===== src/rtl/gpu_mtrx_pkg.sv =====
// Shared constants for the output-matrix path: fixed-point format, FSM state codes
// and the helper that selects one {X,Y,Z,W} point from a packed 4-point matrix.
package gpu_mtrx_pkg;

  localparam logic [15:0] W_ONE     = 16'h0020;
  localparam int          FRAC_BITS = 5;

  localparam logic [1:0] ST_IDLE = 2'd0;
  localparam logic [1:0] ST_DIV  = 2'd1;
  localparam logic [1:0] ST_EMIT = 2'd2;

  localparam int PT_BITS = 64;
  localparam int X_LSB   = 48;
  localparam int Y_LSB   = 32;
  localparam int Z_LSB   = 16;
  localparam int W_LSB   = 0;

  // Point 0 sits in the most significant 64 bits.
  function automatic logic [PT_BITS-1:0] pt_slice(input logic [4*PT_BITS-1:0] m,
                                                  input logic [1:0]           idx);
    case (idx)
      2'd0:    return m[4*PT_BITS-1 -: PT_BITS];
      2'd1:    return m[3*PT_BITS-1 -: PT_BITS];
      2'd2:    return m[2*PT_BITS-1 -: PT_BITS];
      default: return m[PT_BITS-1   -: PT_BITS];
    endcase
  endfunction

endpackage


===== src/rtl/fxp_div_seq.sv =====
// Sequential radix-2 restoring divider computing sat16((num <<< FRAC_BITS) / den),
// truncated toward zero. done is high in the cycle whose clock edge retires the last bit.
module fxp_div_seq #(
  parameter int FRAC_BITS = gpu_mtrx_pkg::FRAC_BITS
) (
  input  logic        clk,
  input  logic        rst,
  input  logic        start,
  input  logic [15:0] num,
  input  logic [15:0] den,
  output logic        done,
  output logic [15:0] quo
);

  localparam int N  = 16 + FRAC_BITS;
  localparam int CW = $clog2(N + 1);

  logic          busy;
  logic [CW-1:0] cnt;
  logic [16:0]   rem;
  logic [N-1:0]  sh;
  logic [15:0]   dvs;
  logic          neg;

  logic [15:0]   num_abs, den_abs;
  logic [17:0]   shifted, diff;
  logic          ge;
  logic [16:0]   rem_n;
  logic [N-1:0]  sh_n;

  assign num_abs = num[15] ? 16'h0 - num : num;
  assign den_abs = den[15] ? 16'h0 - den : den;

  // sh holds the remaining dividend bits at the top and shifts quotient bits in below.
  assign shifted = {rem, sh[N-1]};
  assign diff    = shifted - {2'b00, dvs};
  assign ge      = ~diff[17];
  assign rem_n   = ge ? diff[16:0] : shifted[16:0];
  assign sh_n    = {sh[N-2:0], ge};

  assign done = busy && (cnt == CW'(1));

  always_comb begin
    // NOTE: default first so every path assigns quo and no latch is inferred.
    quo = sh_n[15:0];
    if (neg) begin
      if (sh_n > N'(32768)) quo = 16'h8000;
      else                  quo = 16'h0 - sh_n[15:0];
    end else if (sh_n > N'(32767)) begin
      quo = 16'h7FFF;
    end
  end

  always_ff @(posedge clk) begin
    if (rst) begin
      busy <= 1'b0;
      cnt  <= '0;
      rem  <= '0;
      sh   <= '0;
      dvs  <= '0;
      neg  <= 1'b0;
    end else if (start) begin
      busy <= 1'b1;
      cnt  <= CW'(N);
      rem  <= '0;
      sh   <= {num_abs, {FRAC_BITS{1'b0}}};
      dvs  <= den_abs;
      neg  <= num[15] ^ den[15];
    end else if (busy) begin
      rem  <= rem_n;
      sh   <= sh_n;
      cnt  <= cnt - CW'(1);
      busy <= (cnt != CW'(1));
    end
  end

endmodule


===== src/rtl/output_matrix_unpack.sv =====
// Unpacks a 4-point {X,Y,Z,W} matrix into a point stream with valid/ready handshake.
// Define OUTPUT_MATRIX_WDIV_EN to divide X, Y, Z by W (perspective normalisation).
module output_matrix_unpack #(
  parameter logic [15:0] W_ONE     = gpu_mtrx_pkg::W_ONE,
  parameter int          FRAC_BITS = gpu_mtrx_pkg::FRAC_BITS
) (
  input  logic         clk,
  input  logic         rst,
  input  logic         mtrxValid,
  output logic         mtrxReady,
  input  logic [255:0] outMtrx,
  output logic [15:0]  poX,
  output logic [15:0]  poY,
  output logic [15:0]  poZ,
  output logic [1:0]   poIdx,
  output logic         poLast,
  output logic         poWErr,
  output logic         poValid,
  input  logic         poReady
);

  import gpu_mtrx_pkg::*;

  if (W_ONE != 16'(1 << FRAC_BITS)) begin : g_bad_w_one
    $error("output_matrix_unpack: W_ONE must equal 1 << FRAC_BITS");
  end

  logic [1:0]   state, idx, nxt_idx;
  logic [255:0] hold;
  logic [63:0]  nxt_pt;
  logic         accept, handshake, load_pt;

  assign mtrxReady = (state == ST_IDLE);
  assign poValid   = (state == ST_EMIT);
  assign poIdx     = idx;
  assign poLast    = (idx == 2'd3);

  assign accept    = mtrxValid && mtrxReady;
  assign handshake = poValid && poReady;
  assign load_pt   = accept || (handshake && idx != 2'd3);

  // Point 0 comes straight from the input since hold is written on the same edge.
  assign nxt_idx = mtrxReady ? 2'd0 : idx + 2'd1;
  assign nxt_pt  = mtrxReady ? outMtrx[255:192] : pt_slice(hold, nxt_idx);

`ifdef OUTPUT_MATRIX_WDIV_EN
  logic [15:0] w_q;
  logic [1:0]  sel;
  logic        div_start, div_done;
  logic [15:0] div_num, div_den, div_quo;

  // X starts on the load edge; Y and Z start on the edge that retires the previous one.
  always_comb begin
    div_start = 1'b0;
    div_num   = nxt_pt[X_LSB +: 16];
    div_den   = nxt_pt[W_LSB +: 16];
    if (load_pt) begin
      div_start = (nxt_pt[W_LSB +: 16] != 16'h0);
    end else if (state == ST_DIV && div_done && sel != 2'd2) begin
      div_start = 1'b1;
      div_num   = (sel == 2'd0) ? poY : poZ;
      div_den   = w_q;
    end
  end

  fxp_div_seq #(.FRAC_BITS(FRAC_BITS)) u_div (
    .clk   (clk),
    .rst   (rst),
    .start (div_start),
    .num   (div_num),
    .den   (div_den),
    .done  (div_done),
    .quo   (div_quo)
  );
`endif

  always_ff @(posedge clk) begin
    if (rst) begin
      state  <= ST_IDLE;
      idx    <= 2'd0;
      // NOTE: hold is reset too, so nothing left over from an aborted matrix can leak out.
      hold   <= '0;
      poX    <= '0;
      poY    <= '0;
      poZ    <= '0;
      poWErr <= 1'b0;
`ifdef OUTPUT_MATRIX_WDIV_EN
      w_q    <= '0;
      sel    <= 2'd0;
`endif
    end else begin
      if (accept) hold <= outMtrx;
      // Raw coordinates are loaded first; the divider overwrites them when W != 0.
      if (load_pt) begin
        idx    <= nxt_idx;
        poX    <= nxt_pt[X_LSB +: 16];
        poY    <= nxt_pt[Y_LSB +: 16];
        poZ    <= nxt_pt[Z_LSB +: 16];
        poWErr <= (nxt_pt[W_LSB +: 16] == 16'h0);
`ifdef OUTPUT_MATRIX_WDIV_EN
        w_q    <= nxt_pt[W_LSB +: 16];
        sel    <= 2'd0;
        state  <= ST_DIV;
`else
        state  <= ST_EMIT;
`endif
      end else if (handshake) begin
        state <= ST_IDLE;
`ifdef OUTPUT_MATRIX_WDIV_EN
      end else if (state == ST_DIV) begin
        if (w_q == 16'h0) begin
          state <= ST_EMIT;
        end else if (div_done) begin
          case (sel)
            2'd0: begin poX <= div_quo; sel <= 2'd1; end
            2'd1: begin poY <= div_quo; sel <= 2'd2; end
            default: begin
              poZ   <= div_quo;
              sel   <= 2'd0;
              state <= ST_EMIT;
            end
          endcase
        end
`endif
      end
    end
  end

endmodule


===== config.mk =====
export PLATFORM = sky130hd
export DESIGN_NAME = output_matrix_unpack
export DESIGN_NICKNAME = d
export VERILOG_FILES = /design/src/rtl/gpu_mtrx_pkg.sv /design/src/rtl/fxp_div_seq.sv /design/src/rtl/output_matrix_unpack.sv
export SDC_FILE = /design/constraint.sdc
export NUM_CORES = 1
export LEC_CHECK = 0
export CORE_MARGIN = 1.5
export CORE_UTILIZATION = 49
export CTS_CLUSTER_DIAMETER = 40
export DETAILED_ROUTE_END_ITERATION = 6
export MAX_ROUTING_LAYER = met4
export PLACE_DENSITY = 0.84
export SLEW_MARGIN = 10
export SYNTH_ARGS = -nofsm -noshare
export SYNTH_HDL_FRONTEND = slang
export SYNTH_HIERARCHICAL = 1
export SYNTH_SLANG_ARGS = --single-unit
export TNS_END_PERCENT = 10

===== constraint.sdc =====
create_clock -name clk -period 2.45 [get_ports clk]
set_input_delay 0.6125 -clock clk [delete_from_list [all_inputs] [get_ports clk]]
set_output_delay 0.6125 -clock clk [all_outputs]
set_load 0.05 [all_outputs]

; ---- Word level (Yosys, flattened, before mapping)
; Index checks and enable logic that the tools add are counted.
[word_totals]
regBits = 308
inputBits = 260
output_inout_bits = 54
elab_cells = 25
[op_classes]
n_addsub = 1
eq_ne = 4
n_mux = 5
n_reduce_logical = 8
[ops]
columns = op, n
row1 = 64-bit one-hot mux with 3 select lines, 1
row2 = 64-bit 2-to-1 mux, 1
row3 = 16-bit logical NOT, 1
row4 = 2-bit 2-to-1 mux, 3
row5 = "2-bit equality test, second input constant", 2
row6 = 2-bit logical NOT, 2
row7 = 1-bit logical AND, 3
row8 = "2-bit by 1-bit adder with 2-bit output, second input constant", 1
row9 = "2-bit by 1-bit equality test with 1-bit output, second input constant", 1
row10 = "2-bit inequality test, second input constant", 1
row11 = 2-bit nonzero test, 1
row12 = 1-bit logical OR, 1

; ---- Logic depth before layout (Yosys ltp)
[depth]
ltp_word = 6
mapped_depth = 9

; ---- Least setup slack after synthesis
; Ideal clock, no wire load.
[synth_path]
path_kind = register to register
from = reg idx[0] (netlist: poIdx[0])
to = reg poX[0]
setup_time_ns = 0.115
arrival_ns = 2.085
t_required_ns = 2.335
setup_slack_ns = 0.250
path_stages_with_launch = 7
path_buffers = 1
synth_period_minus_slack_ns = 2.200
path_cell_list = dfxtp_1 > ha_1 > nor2_1 > nor2_1 > buf_4 > a311oi_1 > o21ba_2
[synth_via]
elab_chain_cells = 5
elab_cells_between_ends = 10
cone_classes = add/sub: 1 / eq/ne: 3 / mux: 3 / reduce/logical: 3
[synth_lines]
columns = item, line_no
row1 = "start, declared", output_matrix_unpack.sv:28  ; logic [1:0] state, idx, nxt_idx;
row2 = "start signal, assigned", output_matrix_unpack.sv:95  ; idx <= nxt_idx;
row3 = 2-bit by 1-bit adder with 2-bit output, output_matrix_unpack.sv:43  ; assign nxt_idx = mtrxReady ? 2'd0 : idx + 2'd1;
row4 = 2-bit 2-to-1 mux, output_matrix_unpack.sv:43
row5 = 2-bit equality test (tied with other cells), gpu_mtrx_pkg.sv:21  ; case (idx)
row6 = 64-bit one-hot mux with 3 select lines, gpu_mtrx_pkg.sv:21
row7 = 64-bit 2-to-1 mux, output_matrix_unpack.sv:44  ; assign nxt_pt = mtrxReady ? outMtrx[255:192] : pt_slice(hold, nxt_idx);
row8 = "end signal, assigned", output_matrix_unpack.sv:96  ; poX <= nxt_pt[X_LSB +: 16];
row9 = "end, declared", output_matrix_unpack.sv:12  ; output logic [15:0] poX,
; Several ways; a longest one is shown, not always the timed one.
; A chain may end at the register's enable or synchronous reset.

; ---- Final worst setup path
[layout_path]
from = reg idx[1] (netlist: poIdx[1])
to = out poIdx[1]
[layout_rtl]
columns = item, line_no
row1 = "end, declared", output_matrix_unpack.sv:15  ; output logic [1:0] poIdx,
; No word-level cell between the ends.

==> results.cfg <==
[drt]
drt-wirelength-per-cell_um = 17.6
drt_iter0_markers = 1086
drc_errors = 0
drtAntennaViolNets = 0
drt_first_pass_iters = 6
routed_via_density = 5.56
vias = 12300
drt_wl_total_um = 39000

[die]
die_y_um = 162
core_um2 = 24500
fp.dieArea_um2 = 26100
initial_core_util = 0.503
row_count = 57
ios = 314
die_x_um = 162

[critical_path]
path_max_fanout = 3
cpPeakStageDelay_ps = 870
path_depth = 1
crit_slowest_cell = clkdlybuf4s50_1
path_buf_inv = 1
cp-start-kind = register
cp_top_family = buffers and inverters
end_kind = primary output
crit_type = reg2out
required_ps = 1840
crit_chain = clkdlybuf4s50_1
crit_arrival_ps = 1730
r2r_cells = 6

[cells_and_area]
multi_input_area_um2 = 5500
fin_cells = 2218
areaGrowthSynthToFinish_pct = 39.1
ff_latch_area_um2 = 6170
final_common_cell = nand2_1
nNetsFinal = 2123
n_fill_cell = 1914
drive_gt1_frac = 0.0724
final_cell_mix = 568 x nand2_1, 308 x clkdlybuf4s50_1, 307 x dfxtp_1, 262 x a21oi_1, 121 x nor2_1

[synth]
synth_seq_area_share = 0.501
yosysWarnings = 6
synth_top_area_frac = 0.501
ys_types = 41
synth_nets = 1859
syn_area_um2 = 12300
synth-seq-cells = 308
yosysTopAreaCell = dfxtp_1
synthFlopType = dfxtp_1
ys_async_sr_fraction = 0
synth_edf_count = 0
synth.area.top_cells = dfxtp_1 50%, nand2_1 17%, a21oi_1 11%
synth.avg_cell_area_um2 = 7.71
syn_inst = 1598

[timing]
rsz0062_at_grt = no
hold_viol = 0
finalCritPeriodShare = 0.956
relSlewSlack = 0.367
finalSetupViolCount = 0
worstMarginPinSlew_ps = 950
fin_crit_ps = 2340
drv_slew = 0
fmax_mhz = 427
setup_tns_ps = 0
fin_skew_ps = 15.4

[place]
gp_congestion = 0.853
io_buffers = 313
dp_cells = 2142
dp_hpwl_um = 26000

[power_and_ir_drop]
power_per_cell_area_nw_per_um2 = 807
leakage_nw = 6.63
ir_drop_mv = 0.584

[clock_network]
cts_root_buf = clkbuf_16
cts_setup_buffers = 0
clock_path_buffers = 3
cts_buffers = 42
htree_levels = 2
insertion_delay_ps = 520
cts_hold_buf = 0
cts.clk_slew.worst_paths_ps = 60
cts_resized = 0
cts.sinks = 308
cts_tree = built

[global_routing]
grt_first_pass_wirelength_um = 61300
grt_usage = 0.302
grt_max_degree = 90
grt_pass1_vias = 12100
overflow = 0
antenna_found_initial = 1

[worst_hold_path]
min_path_cells = 2
worstHoldPathType = in2reg

[run_status]
status = finished clean

[job]
cap_violations = 0
## per-stage QoR
stage	cell area (um^2)	total power [mW]	hold slack [ps]	worst slack (ps)	util
detailed placement	15700	7.86	446	72.5	0.642
global route	17100	14.3	391	41.4	0.700
global placement	15700	7.81	437	137	0.642
finish	17100	13.8	391	108	0.700
floorplan	12300	6.87	431	250	-
CTS	17100	13.9	378	77.8	0.700
## area by class of cell
| type | count | area share |
|---|---|---|
| sequential | 308 | 0.360 |
| multi-input combinational | 1155 | 0.321 |
| timing repair buffer | 354 | 0.212 |
| clock buffer | 51 | 0.0682 |
| tap | 324 | 0.0237 |
| clock inverter | 24 | 0.0142 |
| inverter | 1 | 0.000219 |
| antenna | 1 | 0.000146 |
## kinds of logic after synthesis
group	after synthesis	share of synthesized area
flip-flops	308	0.501
AND/OR/NAND/NOR	744	0.240
adder cells (fa/ha/maj)	1	0.00102
XOR/XNOR	1	0.000711
buffers and inverters	135	0.0551
AO/OA/AOI/OAI	409	0.203
## layer usage
| layer | vias up | track usage | share of wire | wire length [um] |
|---|---|---|---|---|
| li1 | 5953 | - | - | - |
| met1 | 5715 | 0.366 | 0.41 | 16000 |
| met2 | 525 | 0.493 | 0.48 | 18600 |
| met3 | 128 | 0.0444 | 0.067 | 2600 |
| met4 | 0 | 0.145 | 0.046 | 1790 |
| met5 | - | - | 0 | 0 |
## report_power, final
group	total, mW	switching (mW)	internal (mW)
clock	6.04	2.36	3.68
combinational	2.22	1.27	0.955
sequential	5.56	0.201	5.36
total	13.8	3.82	10.0
## registers in the layout, indices dropped and copies added (netlist names)
| register | cells |
|---|---|
| hold | 256 |
| poIdx | 2 |
| poWErr | 1 |
| poX | 16 |
| poY | 16 |
| poZ | 16 |
| state | 1 |
## worst paths after layout
check	endpoint	from	slack, ps
worst max-delay path	poIdx[1]	poIdx[1]	110
worst min register to register	hold[255]	hold[255]	450
worst max register to register	poY[8]	poIdx[1]	210
worst min-delay path	hold[236]	rst	390
## cell usage after synthesis, types with 3 or more instances
cell type	instances
nand4_1	3
o21ba_2	5
nor2_1	123
a311oi_1	47
o21ba_1	7
o22ai_1	36
nor4_1	17
clkbuf_1	54
buf_6	11
dfxtp_1	308
nand2_1	568
buf_2	64
a21oi_1	262
nand2_2	3
a222oi_1	13
and3_1	12
o211ai_1	35
Power figures use the tool's default switching activity.
==> edit 1, RTL diff (same settings) <==
Add a define of `OUTPUT_MATRIX_WDIV_EN`.
--- a/src/rtl/output_matrix_unpack.sv
+++ b/src/rtl/output_matrix_unpack.sv
@@ -1,4 +1,6 @@
 // Unpacks a 4-point {X,Y,Z,W} matrix into a point stream with valid/ready handshake.
 // Define OUTPUT_MATRIX_WDIV_EN to divide X, Y, Z by W (perspective normalisation).
+`define OUTPUT_MATRIX_WDIV_EN
+
 module output_matrix_unpack #(
   parameter logic [15:0] W_ONE     = gpu_mtrx_pkg::W_ONE,
Check against the original RTL: not equivalent (a bounded check fails within 4 cycles, from zero or initial values and one cycle with rst high).
==> edit 1 against the original RTL <==
The run now ends with negative setup slack left; sequential cell count is 80 higher; largest cell class is now multi-input gates; first-iteration DRC count is 97% higher; synthesized cell count is 51% higher; design area is 61% higher; power is 61% higher; synthesized area is 56% higher; clock skew is 0.017 ns higher; wire length is 75% higher; setup slack worse by 1.3 ns; sequential share of layout area is 7.8 points lower; via count is 63% higher.
==> edit 1: results (changes against the original RTL) <==
INFO  metric clkSlewWorstSetupHoldPaths = 0.06 ns (about the same)
INFO  metric worstPathMaxFanout = 6 (+3)
INFO  metric cts_inserted_buffers = 53 (+26%)
INFO  metric wirelength = 68300 µm (+75%)
INFO  metric initialDrtViolationCount = 2139 (+97%)
INFO  metric port-buffer-count = 313 (unchanged)
INFO  metric static-leakage-power = 11.1 nW (+67%)
INFO  metric crit-reg2reg-launch = u_div/cnt[1]
INFO  metric setup_slack_at_placement = -1.40 ns (-1.48 ns)
INFO  metric vias_post_dr = 20100 (+63%)
INFO  metric drive_above_1_share = 22.2% (+15 points)
INFO  metric final_nets = 3195 (+50%)
INFO  metric holdPathEnd = u_div/dvs[15]
INFO  metric vdd.ir_drop.worst = 0.000544 V (-7.0%)
INFO  metric dp.cells = 3349 (+56%)
INFO  metric synth_top_flop_cell = dfxtp_1
INFO  metric yosys-top-cells-area = dfxtp_1 (40%), nand2_1 (15%), a21oi_1 (8.2%), mux4_2 (5.9%), a211oi_1 (3.7%)
INFO  metric ys_top_cells_by_count = nand2_1 (745), dfxtp_1 (388), a21oi_1 (316)
INFO  metric synth.net_count = 2694 (+45%)
INFO  metric worst_slew_margin_rel = 45.6% (+9.0 points)
INFO  metric post_detailed_placement_cell_area = 24800 µm² (+58%)
INFO  metric worstSetupEndpointType = register
INFO  metric gp_congestion = 0.962 (+13%)
INFO  metric ys_seq_area_share = 40.4% (-9.7 points)
INFO  metric cpPeakStageDelay = 0.56 ns (-0.31 ns)
INFO  metric synth_area_per_cell = 7.98 µm² (+3.6%)
INFO  metric ys_types = 83 (+100%)
INFO  metric maximum_number_of_pins_on_one_net_before_global_route_repair = 182 (+100%)
INFO  metric reg2reg_depth = 14 (+8)
INFO  metric grt_usage = 33.3% (+3.2 points)
INFO  metric slowest_stage_cell_crit_path = or4_4
INFO  metric worstHoldPathCells = 2 (unchanged)
INFO  metric fill_cell_instance_count_of_the_final_layout = 2798 (+46%)
INFO  metric worstReg2RegEnd = u_div/sh[18]
INFO  metric final-setup-viol-count = 110 (+110)
INFO  metric min_path_type = in -> reg
INFO  metric grt_pass1_wl = 105000 µm (+71%)
INFO  metric root_buffer = clkbuf_16
INFO  metric drt_pass1_iterations = 5 (-1)
INFO  metric cts_max_path_buffers = 3 (unchanged)
INFO  metric cp_data_arrival_time = 4.13 ns (+2.40 ns)
INFO  metric final.setup.worst_slack = -1.23 ns (-1.34 ns)
INFO  metric place.detailed.hpwl = 48900 µm (+88%)
INFO  metric skew = 0.0324 ns (+0.0170 ns)
INFO  metric wl_per_cell = 19.6 µm (+12%)
INFO  metric timing.critical_path.max_delay_family = simple AND/OR/NAND/NOR gates
INFO  metric insertion_delay = 0.61 ns (+0.09 ns)
INFO  metric reg.largest.list = hold (256), u_div/sh (21), u_div/rem (17)
INFO  metric antenna_found_initial = 6 (+5)
INFO  metric outcome = finished, violations left
INFO  metric failed_checks = negative setup slack
INFO  metric finalHoldWorstSlack = 0.388 ns (-0.00313 ns)
[edit 1: area by class of cell]
type | instances | area (µm²) | share of cell area (%)
inverter | 36 | 143 | 0.518
tap | 518 | 648 | 2.35
sequential | 388 | 7780 | 28.3
clock inverter | 33 | 358 | 1.30
clock buffer | 67 | 1490 | 5.42
multi-input combinational | 1796 | 11200 | 40.6
timing repair buffer | 637 | 5910 | 21.5
antenna | 6 | 15.0 | 0.0545
[edit 1: cell families (layout without fill, tap and decap cells)]
group	count (synthesis)	count (layout)	share of synthesized area [%]
xor+xnor	43	43	1.96
flops	388	388	40.4
buf+inv	227	773	5.42
mux	118	118	9.71
simple gates	1033	1033	22.4
other cells	0	6	0
fa+ha+maj	23	23	1.53
compound gates	579	579	18.6
[edit 1: metal layers]
layer  part of all wire, %  vias up  track usage (%)
met2                    46     1031             51.6
met5                     0        -                -
met1                    41     9588             43.0
met4                   4.4        0             14.4
li1                      -     9345                -
met3                   9.2      178             5.80
[edit 1: report_power, final]
part	switching (mW)	total, mW	internal [mW]
registers	0.371	7.22	6.85
clock network	3.14	7.96	4.81
logic	3.89	7.12	3.24
[edit 1: how the worst max path moves through the flow]
| stage | from | to | slack (ns) | cells past startpoint |
|---|---|---|---|---|
| 2_1_floorplan | u_div/dvs[1] | poZ[10] | -1.23 | 17 |
| 3_3_place_gp | u_div/dvs[12] | poZ[10] | -1.24 | 16 |
| 3_5_place_dp | u_div/dvs[12] | poZ[10] | -1.40 | 16 |
| 4_1_cts | u_div/dvs[14] | poZ[10] | -1.33 | 17 |
| 5_1_grt | u_div/dvs[10] | poZ[14] | -1.38 | 17 |
| 6_report | u_div/cnt[1] | u_div/sh[18] | -1.23 | 14 |
[edit 1: per-stage QoR]
step	power (mW)	setup TNS [ns]
2_1_floorplan	10.9	-54.94
3_3_place_gp	13.6	-86.59
3_5_place_dp	13.8	-96.64
4_1_cts	21.9	-89.82
5_1_grt	23.1	-103.89
6_report	22.3	-91.25
[edit 1: repair_timing]
| item | in CTS | in global routing |
|---|---|---|
| endpoints found under the setup margin | 133 | 155 |
| cloned | 1 | 0 |
| setup buffers | 18 | 11 |
| pin swaps | 46 | 49 |
| hold buffers | 0 | 0 |
| resized for setup | 87 | 103 |
==> edit 2, RTL diff (same flow settings) <==
Without the edit above. Put one more register stage on the output `poWErr`, without a reset. The value now appears one clock later. The other outputs are not delayed to match.
--- a/src/rtl/output_matrix_unpack.sv
+++ b/src/rtl/output_matrix_unpack.sv
@@ -21,4 +21,6 @@
 
   import gpu_mtrx_pkg::*;
+
+  logic poWErr_s0;
 
   if (W_ONE != 16'(1 << FRAC_BITS)) begin : g_bad_w_one
@@ -84,5 +86,5 @@
       poY    <= '0;
       poZ    <= '0;
-      poWErr <= 1'b0;
+      poWErr_s0 <= 1'b0;
 `ifdef OUTPUT_MATRIX_WDIV_EN
       w_q    <= '0;
@@ -97,5 +99,5 @@
         poY    <= nxt_pt[Y_LSB +: 16];
         poZ    <= nxt_pt[Z_LSB +: 16];
-        poWErr <= (nxt_pt[W_LSB +: 16] == 16'h0);
+        poWErr_s0 <= (nxt_pt[W_LSB +: 16] == 16'h0);
 `ifdef OUTPUT_MATRIX_WDIV_EN
         w_q    <= nxt_pt[W_LSB +: 16];
@@ -127,4 +129,8 @@
   end
 
+  always_ff @(posedge clk) begin
+    poWErr <= poWErr_s0;
+  end
+
 endmodule
 
Check against the original RTL: not equivalent (a bounded check fails within 4 cycles, from zero or initial values and one cycle with rst high).
==> edit 2 against the original RTL <==
Core utilization up 0.22 points; cell count up 0.18%; synthesized cell count about the same; via count up 0.16%; design area up 0.61%; wire length down 0.86%; synthesized area up 0.16%; setup slack worse by 0.084 ns; sequential power about the same; power up 1.7%; sequential cell count up 1; clock power up 3.8%.
==> edit 2: results (changes against the original RTL) <==
INFO  metric detail_route.wirelength.met1 = 15100 µm (-5.5%)
INFO  metric dp.cells = 2145 (+0.14%)
INFO  metric multiInputCombCellCount = 1155 (unchanged)
INFO  metric grt_pass1_vias = 11800 (-3.0%)
INFO  metric routed-wl-met2 = 18600 µm (+0.11%)
INFO  metric vdd.ir_drop.worst = 0.000487 V (-17%)
INFO  metric route.detailed.vias_per_inst = 5.55 (about the same)
INFO  metric grt_usage = 29.7% (-0.50 points)
INFO  metric fp.coreArea = 24500 µm² (+0.29%)
INFO  metric sequential_cell_area = 6190 µm² (+0.32%)
INFO  metric synth.net_count = 1860 (+0.054%)
INFO  metric antenna_found_initial = 9 (+8)
INFO  metric place.detailed.hpwl = 25700 µm (-1.4%)
INFO  metric groute.layer.met3.usage = 5.52% (+1.1 points)
INFO  metric post_detailed_placement_cell_area = 15800 µm² (+0.30%)
INFO  metric finalHoldWorstSlack = 0.363 ns (-0.0285 ns)
INFO  metric fill_cell_instance_count_of_the_final_layout = 1878 (-1.9%)
INFO  metric grt_util_met2 = 48.0% (-1.3 points)
INFO  metric initialDrtViolationCount = 1194 (+9.9%)
INFO  metric ys_seq_area_share = 50.2% (+0.081 points)
INFO  metric ys_async_sr_fraction = 0% (unchanged)
INFO  metric skew = 0.0147 ns (-0.000718 ns)
INFO  metric yosys-top-cells-area = dfxtp_1 (50%), nand2_1 (17%), a21oi_1 (11%), nor2_1 (3.7%), a311oi_1 (3.3%)
INFO  metric hp-start = poWErr_s0
INFO  metric outcome = completed
INFO  metric setup_slack_at_placement = 0.0619 ns (-0.0105 ns)
INFO  metric root_buffer = clkbuf_16
INFO  metric crit-reg2reg-launch = poIdx[1]
INFO  metric wirelength = 38600 µm (-0.86%)
INFO  metric cts_inserted_buffers = 40 (-4.8%)
INFO  metric final.setup.worst_slack = 0.0241 ns (-0.0841 ns)
INFO  metric cp_data_arrival_time = 1.81 ns (+0.08 ns)
INFO  metric grt_pass1_wl = 60100 µm (-2.1%)
INFO  metric clkSinkCount = 309 (+0.32%)
INFO  metric drive_above_1_share = 7.09% (-0.14 points)
INFO  metric p_sw_share = 25.7% (-2.0 points)
INFO  metric wl_met3 = 3110 µm (+20%)
INFO  metric gp_congestion = 0.848 (-0.56%)
INFO  metric ys_top_cells_by_count = nand2_1 (568), dfxtp_1 (309), a21oi_1 (262)
INFO  metric maximum_number_of_pins_on_one_net_before_global_route_repair = 114 (+27%)
INFO  metric cpPeakStageDelay = 0.87 ns (about the same)
INFO  metric n_antenna_cell = 9 (+8)
INFO  metric rrSetupSlack = 0.11 ns (-0.10 ns)
INFO  metric worst_slew_margin_rel = 41.7% (+5.0 points)
INFO  metric final-nonclk-buf-share = 21.3% (+0.030 points)
INFO  metric final-clk-cell-share = 8.41% (+0.17 points)
INFO  metric static-leakage-power = 6.68 nW (+0.70%)
INFO  metric signal_buffers = 356 (+0.56%)
INFO  metric synth_area_per_cell = 7.71 µm² (about the same)
INFO  metric met1_routing_resource_usage_after_global_routing = 35.7% (-0.86 points)
edit 2: cell count changes after synthesis:
cell / unedited run / this run
dfxtp_1: 308 / 309
edit 2: logic make-up (layout without fill, tap and decap cells):
kind of cell             after synthesis  count (layout)  share of synthesized area [%]
AO/OA/AOI/OAI                        409             409                           20.2
XOR/XNOR                               1               1                         0.0710
adder cells (fa/ha/maj)                1               1                          0.101
buffers and inverters                135             425                           5.50
flip-flops                           309             309                           50.2
other                                  0               9                              0
AND/OR/NAND/NOR                      744             744                           23.9
edit 2: power by group through the flow:
stage          clock network (mW)  logic, mW  registers (mW)
6_report                     6.27       2.20            5.58
5_1_grt                      6.58       2.38            5.61
4_1_cts                      6.35       2.20            5.58
3_5_place_dp                    0       2.18            5.68
3_3_place_gp                    0       2.15            5.66
2_1_floorplan                   0      0.978            5.91
edit 2: final timing paths:
check        endpoint  cells past startpoint
min            poWErr                      0
min reg2reg    poWErr                      0
max          poIdx[1]                      1
max reg2reg    poY[8]                      6
